[src/rtl/fp_pkg.sv]
// fp_pkg
// Shared constants and types for the floating-point alignment path.
//   MANT_W    : mantissa width including the hidden bit
//   GRS_W     : guard/round/sticky bits appended below the mantissa
//   EXT_W     : extended mantissa width {M, G, R, S}
//   SAT_SHIFT : shift amount at and beyond which every mantissa bit is lost
//   CNT_W     : width of the remaining-shift counter (holds 0..26)
//   aligner_state_t : control states of grs_aligner
package fp_pkg;

  localparam int MANT_W = 24;
  localparam int GRS_W  = 3;
  localparam int EXT_W  = 27;
  localparam int CNT_W  = 5;

  localparam logic [7:0] SAT_SHIFT = 8'd27;

  typedef enum logic [1:0] {
    IDLE  = 2'd0,
    SHIFT = 2'd1,
    DONE  = 2'd2
  } aligner_state_t;

endpackage

[src/rtl/grs_shift_step.sv]
// grs_shift_step
// One combinational right-shift step of the extended mantissa with sticky merge.
// Every bit shifted out below position 0 is ORed into the new bit 0, so the
// LSB always represents "anything nonzero was discarded so far".
// Ports:
//   din  : extended mantissa before the step
//   amt  : shift amount for this step (0..4); 0 passes din through unchanged
//   dout : shifted mantissa with sticky folded into bit 0
module grs_shift_step
  import fp_pkg::*;
(
  input  logic [EXT_W-1:0] din,
  input  logic [2:0]       amt,
  output logic [EXT_W-1:0] dout
);

  logic [EXT_W-1:0] lost_mask;
  logic             lost_any;

  // The mask selects exactly the amt low bits that fall off the end; the old
  // bit 0 is among them, so previously accumulated sticky is carried along.
  always_comb begin
    lost_mask = (EXT_W'(1) << amt) - EXT_W'(1);
    lost_any  = |(din & lost_mask);
    dout      = din >> amt;
    dout[0]   = dout[0] | lost_any;
  end

endmodule

[src/rtl/grs_aligner.sv]
// grs_aligner
// Multi-cycle right aligner for the smaller addend of an FP add. The operand
// {mant_in, 3'b000} is shifted right by shamt, STEP bits per cycle, with all
// discarded bits collapsed into the sticky LSB. Shifts of 27 or more skip the
// shifter entirely since only the sticky can survive.
// Parameters:
//   STEP      : bits shifted per SHIFT cycle (1, 2 or 4)
// Ports:
//   clk       : clock, rising edge
//   rst_n     : asynchronous active-low reset
//   in_valid  : operand offered
//   in_ready  : operand can be accepted (IDLE only)
//   mant_in   : mantissa, hidden bit at [23]
//   shamt     : unsigned right-shift amount
//   out_valid : result available (DONE)
//   out_ready : consumer takes the result
//   ext_mant  : {M[23:0], G, R, S}
//   shift_sat : shamt was 27 or more
module grs_aligner
  import fp_pkg::*;
#(
  parameter int STEP = 1
) (
  input  logic              clk,
  input  logic              rst_n,
  input  logic              in_valid,
  output logic              in_ready,
  input  logic [MANT_W-1:0] mant_in,
  input  logic [7:0]        shamt,
  output logic              out_valid,
  input  logic              out_ready,
  output logic [EXT_W-1:0]  ext_mant,
  output logic              shift_sat
);

  localparam logic [CNT_W-1:0] STEP_CNT = CNT_W'(STEP);
  localparam logic [2:0]       STEP_AMT = 3'(STEP);

  aligner_state_t   state, state_next;
  logic [EXT_W-1:0] ext_q, ext_next;
  logic             sat_q, sat_next;
  logic [CNT_W-1:0] rem_q, rem_next;
  logic [2:0]       step_amt;
  logic [EXT_W-1:0] step_out;

  // Last step may be shorter than STEP so the total is exactly shamt.
  always_comb begin
    step_amt = (rem_q < STEP_CNT) ? rem_q[2:0] : STEP_AMT;
  end

  grs_shift_step u_step (
    .din  (ext_q),
    .amt  (step_amt),
    .dout (step_out)
  );

  // State and datapath registers; reset clears everything so a reset during
  // SHIFT or DONE drops the operation without a trace.
  always_ff @(posedge clk or negedge rst_n) begin
    if (!rst_n) begin
      state <= IDLE;
      ext_q <= '0;
      sat_q <= 1'b0;
      rem_q <= '0;
    end else begin
      state <= state_next;
      ext_q <= ext_next;
      sat_q <= sat_next;
      rem_q <= rem_next;
    end
  end

  // Next-state and datapath update. Inputs are only looked at in IDLE, so
  // later changes on mant_in/shamt cannot disturb an operation in flight.
  always_comb begin
    state_next = state;
    ext_next   = ext_q;
    sat_next   = sat_q;
    rem_next   = rem_q;
    unique case (state)
      IDLE: begin
        if (in_valid) begin
          if (shamt >= SAT_SHIFT) begin
            ext_next   = {{(EXT_W-1){1'b0}}, |mant_in};
            sat_next   = 1'b1;
            rem_next   = '0;
            state_next = DONE;
          end else begin
            ext_next   = {mant_in, {GRS_W{1'b0}}};
            sat_next   = 1'b0;
            rem_next   = shamt[CNT_W-1:0];
            state_next = (shamt == 8'd0) ? DONE : SHIFT;
          end
        end
      end
      SHIFT: begin
        ext_next = step_out;
        rem_next = rem_q - {2'b00, step_amt};
        if (rem_next == '0) begin
          state_next = DONE;
        end
      end
      DONE: begin
        if (out_ready) begin
          state_next = IDLE;
        end
      end
      default: begin
        state_next = IDLE;
      end
    endcase
  end

  // Handshake flags follow the state directly; the result registers are
  // frozen in DONE because only SHIFT and IDLE write them.
  always_comb begin
    in_ready  = (state == IDLE);
    out_valid = (state == DONE);
    ext_mant  = ext_q;
    shift_sat = sat_q;
  end

endmodule

[config.mk]
export PLATFORM = sky130hd
export DESIGN_NAME = grs_aligner
export DESIGN_NICKNAME = d
export VERILOG_FILES = /design/src/rtl/fp_pkg.sv /design/src/rtl/grs_shift_step.sv /design/src/rtl/grs_aligner.sv
export SDC_FILE = /design/constraint.sdc
export NUM_CORES = 1
export LEC_CHECK = 0
export CAP_MARGIN = 5
export CORE_MARGIN = 2
export CORE_UTILIZATION = 30
export DETAILED_ROUTE_END_ITERATION = 8
export PLACE_DENSITY = 0.56
export SYNTH_ARGS = -nofsm -noshare
export SYNTH_HDL_FRONTEND = slang
export SYNTH_SLANG_ARGS = --single-unit
[constraint.sdc]
create_clock -name clk -period 3.4 [get_ports clk]
set_input_delay 0.34 -clock clk [delete_from_list [all_inputs] [get_ports clk]]
set_output_delay 0.34 -clock clk [all_outputs]
set_load 0.05 [all_outputs]
# After elaboration in Yosys (flattened, before gate mapping)
# Index checks and enable logic that the tools add are counted.
# word_totals
register_bits	35
word_cells	40
# op_classes
shifts	2
reduce_logical	9
mux	14
eq_ne	5
n_addsub	2
order_cmp	2
n_bitwise	2
# ops
operator	n
$mux 27	2
$pmux 27 s2	1
$and 27x27->27	1
$reduce_or 27->1	1
$shl 1x3->27 const A	1
$shr 27x3->27	1
$sub 27x2->27 const B	1
$reduce_or 24->1	1
$mux 2	5
$mux 5	2
$pmux 5 s2	1
$ge 8x5->1 const B	1
$logic_not 8->1	1
$pmux 2 s3	1
$logic_not 5->1	1
$lt 5x1->1 const B	1
$sub 5x3->5	1
$ne 2x2->1 const B	2
$reduce_and 2->1	2
$mux 3	1
$reduce_and 3->1	1
$eq 2x1->1 const B	1
$eq 2x2->1 const B	1
$logic_not 2->1	1
4 further kinds	4

# Depth between registers and ports, before layout
# logic_depth
depth_word	8
mapped_depth	10

# Hierarchy
# A second synthesis with hierarchy kept.
# unflattened
cells_unflattened	361
hier_area_um2	2874.0
# by_module_without_submodules
module	instances	area_each_um2	cells_per_inst	seq_area_each_um2
grs_aligner	1	1735.4	209	875.8
grs_shift_step	1	1138.6	152	0.0

# Worst setup path before layout
# Ideal clock, no wire load.
# synth_timing
path_kind	register to register
start	register rem_q[1]
end	register ext_q[0], in the netlist ext_mant[0]
stages_incl_launch_ff	11
setup_time_ns	0.131
t_required_ns	3.269
period_less_slack_ns	2.327
setup_slack_ns	1.073
arrival_ns	2.196
cell_sequence	dfrtp_1 or3_1 buf_2 nor3_4 buf_2 inv_1 ha_1 inv_1 o41ai_1 a41o_1 o211ai_1
# synth_via
elab_chain_cells	8
elab_cells_between_ends	9
# synth_rtl
item	line	rtl
from (decl)	grs_aligner.sv:42	logic [CNT_W-1:0] rem_q, rem_next;
from (signal assigned)	grs_aligner.sv:69	rem_q <= rem_next;
$lt 5x1->1	grs_aligner.sv:48	step_amt = (rem_q < STEP_CNT) ? rem_q[2:0] : STEP_AMT;
$mux 3 (*)	grs_aligner.sv:48	
$shl 1x3->27	grs_shift_step.sv:23	lost_mask = (EXT_W'(1) << amt) - EXT_W'(1);
$sub 27x2->27	grs_shift_step.sv:23	
$and 27x27->27	grs_shift_step.sv:24	lost_any = |(din & lost_mask);
$reduce_or 27->1	grs_shift_step.sv:24	
$or 1x1->1 (*)	grs_shift_step.sv:26	dout[0] = dout[0] | lost_any;
$pmux 27 s2 (*)	grs_aligner.sv:80	unique case (state)
to (signal assigned)	grs_aligner.sv:67	ext_q <= ext_next;
to (decl)	grs_aligner.sv:40	logic [EXT_W-1:0] ext_q, ext_next;
# Every way passes the cells marked *; elsewhere a longest branch is shown, timed or not.
# A chain may end at the register's enable or synchronous reset.

# Worst setup path in the final report
# Same ends and word-level chain as after synthesis.

==> metrics.cfg <==
[timing]
rsz0062_at_grt=no
worst_slew_margin_rel_pct=56.1
final_slew_viol_count=0
hold-worst-slack_ns=0.470
tightestPinTransition_ns=0.652
number_of_endpoints_failing_setup_at_the_final_stage=0
finalHoldViolations=0
fin_tns_setup_ns=0
max_freq_mhz=382
fin_crit_ns=2.62
worst_clock_skew_ns=0.00391
part_of_the_cycle_the_worst_path_needs_pct=76.9

[yosys]
synth_seq_cells=35
syn_area_um2=2000
synth-xor-area-share_pct=0
synth_compound_area_share_pct=29.6
post_synth.cell_area_avg_um2=8.42
synth_edf_count=0
post_synth_inst_count=237
synthDistinctLibCells=39
synth-warning-count=0
synthAdderAreaFrac_pct=1.88
synthFlopType=sky130_fd_sc_hd__dfrtp_1
synth_simple_gate_area_share_pct=17.2
synth_async_sr_flop_share_pct=100
mappedNetlistNets=276
synth_top_family_by_area=compound AO/OA/AOI/OAI gates
muxShareOfSynthArea_pct=0.502
post-synth-top-area-fraction_pct=43.9
synth.largest_area_cell=sky130_fd_sc_hd__dfrtp_1
synth_sequential_area_ratio_pct=43.9
synth.area.top_cells=sky130_fd_sc_hd__dfrtp_1 44%, sky130_fd_sc_hd__a21oi_1 13%, sky130_fd_sc_hd__o21ai_0 8.3%

[cells_and_area]
regArea_um2=876
layout_common_cells=65 x sky130_fd_sc_hd__clkdlybuf4s50_1, 52 x sky130_fd_sc_hd__a21oi_1, 35 x sky130_fd_sc_hd__dfrtp_1
antenna-diode-count=0
layout_cell_share_with_drive_strength_beyond_1_pct=7.64
multi_input_comb_area_um2=1000
final_core_util_pct=43.7
layout_commonest_cell=sky130_fd_sc_hd__clkdlybuf4s50_1
nNetsFinal=339
layout.filler_cells=644
area_delta_synth_final_pct=39.7

[setup_path]
setup.worst_path.end_class=flop
number_of_cell_instances_on_the_worst_register_to_register_path=8
worst_ep_arrival_time_ns=2.78
max_stage_delay_ns=0.48
timing.critical_path.cells=or3_1, nor3_4, buf_4, ha_1, inv_1, o41ai_1, a41o_1, o211ai_1
crit_path_max_fanout=17
cp.buffers_inverters=2
rr_endpoint=ext_mant[0]
critPathSlowestCell=sky130_fd_sc_hd__or3_1
worst_case_register_to_register_setup_slack_ns=0.78
kind_of_launch_point_of_the_worst_setup_path=flop
critPathKind=flop to flop
required_ns=3.56
timing.critical_path.max_delay_family=simple AND/OR/NAND/NOR gates
reg2reg_from=rem_q[1]

[clock_tree]
cts_resized=0
clock_sink_count=35
cts.htree.levels=2
cts-root-buf=sky130_fd_sc_hd__clkbuf_8
buffer_count_from_post_cts_setup_fixing=0
number_of_buffers_inserted_during_clock_tree_synthesis=5
tritoncts=built
cts_hold_buffers=0
clock_tree.buffer_depth=2
clk_latency_ns=0.28
worst_setup_hold_path_clk_slew_ns=0.07

[power]
leakagePower_nw=1.11
clock_power_share_pct=10.6
share_seq_of_total_power_pct=29.6
net-switching-power_mw=1.43
worst_ir_drop_vdd_mv=0.598
sw_ratio_pct=52.5
p_comb_share_pct=59.7
total_power_divided_by_cell_area_nw_per_um2=980
cellInternalPower_mw=1.30

[global_route]
grt.total_usage_pct=17.3
grt_max_degree=36
gr-total-overflow=0
grt_antenna_before_repair=0
vias_in_the_first_global_route=1958
grt_first_pass_wirelength_mm=10.0

[route]
ant_nets=0
routed_wl_mm=6.04
dr.pass1.iters=4
vias=2027
drt-vias-per-instance=5.36
drc_errors=0
route.detailed.wl_per_inst_um=16.0
drt_iter0_markers=166

[placement]
hpwl_mm=4.45
io_buffer_count=65
place.gp.congestion=0.790

[floorplan]
fp.dieH_um=85.6
die-width_um=85.6
number_of_ports_placed_on_the_die_boundary=66
design.die.area_um2=7320
placementRows=29
initial_utilization_pct=31.2
core-area_um2=6390

[run]
timing.max_cap.violations=0

[outcome]
outcome=finished, final reports clean

[worst_hold_path]
holdCritPathClass=primary input to async pin

==> through the flow <==
step                      cell area, um^2  setup slack (ns)  total power [mW]  instances
after floorplan                      2000              1.07              1.88        237
after global placement               2710             0.904              2.45        370
after detailed placement             2710             0.814              2.46        370
after CTS                            2790             0.792              2.75        378
after global routing                 2790             0.654              2.92        378
final                                2790             0.784              2.73        378
==> sequential cells by signal (all words and copies together) (netlist names) <==
register	flops
ext_mant	27
state	2
shift_sat	1
rem_q	5
==> synth_stat cells (5+ instances only) <==
master and count:
sky130_fd_sc_hd__a21oi_1 52, sky130_fd_sc_hd__dfrtp_1 35, sky130_fd_sc_hd__nor2_1 33, sky130_fd_sc_hd__o21ai_0 33
sky130_fd_sc_hd__inv_1 8, sky130_fd_sc_hd__nand2_1 8, sky130_fd_sc_hd__nor4_1 8, sky130_fd_sc_hd__buf_2 5
sky130_fd_sc_hd__clkbuf_1 5, sky130_fd_sc_hd__nand3_1 5
==> power groups by stage <==
| stage | clock network, mW | logic, mW | registers [mW] |
|---|---|---|---|
| floorplan | 0 | 0.591 | 1.29 |
| global placement | 0 | 1.63 | 0.821 |
| detailed placement | 0 | 1.64 | 0.817 |
| CTS | 0.297 | 1.64 | 0.811 |
| global route | 0.322 | 1.74 | 0.850 |
| finish | 0.290 | 1.63 | 0.810 |
==> cells by family after synthesis <==
logic type | after synthesis
buffers and inverters | 24
muxes | 1
DFF | 35
AOI/OAI and AO/OA | 103
adders and majority gates | 3
and+or+nand+nor | 69
other | 2
==> worst max path at each step <==
stage | startpoint | end | slack (ns) | cells past startpoint
after floorplan | rem_q[1] | ext_mant[0] | 1.07 | 10
after global placement | rem_q[1] | ext_mant[0] | 0.90 | 8
after detailed placement | rem_q[1] | ext_mant[0] | 0.81 | 8
after CTS | rem_q[1] | ext_mant[0] | 0.79 | 8
after global routing | rem_q[1] | ext_mant[0] | 0.65 | 8
final | rem_q[1] | ext_mant[0] | 0.78 | 8
==> area by class of cell <==
cell class / count / area share, %
clock inverters: 3 / 0.538
multi-input cells: 178 / 35.8
repair buffers: 72 / 25.2
inverters: 8 / 1.08
clock buffers: 5 / 2.47
flip-flops and latches: 35 / 31.4
well taps: 77 / 3.45
==> metal layers <==
metal | routed length, um | GRT usage, % | vias to the layer above | part of all wire [%]
li1 | - | - | 984 | -
met1 | 2790 | 24.9 | 989 | 46
met2 | 2910 | 26.3 | 52 | 48
met3 | 290 | 3.37 | 2 | 4.8
met4 | 49 | 5.19 | 0 | 0.81
met5 | 0 | 0 | - | 0
==> worst reg2reg max path: stages, from the launching register on <==
cell and delay [ns]:
sky130_fd_sc_hd__dfrtp_1 0.45, sky130_fd_sc_hd__or3_1 0.48, sky130_fd_sc_hd__nor3_4 0.49, sky130_fd_sc_hd__buf_4 0.29, sky130_fd_sc_hd__ha_1 0.14, sky130_fd_sc_hd__inv_1 0.04
sky130_fd_sc_hd__o41ai_1 0.33, sky130_fd_sc_hd__a41o_1 0.22, sky130_fd_sc_hd__o211ai_1 0.07
Power figures use the tool's default switching activity.
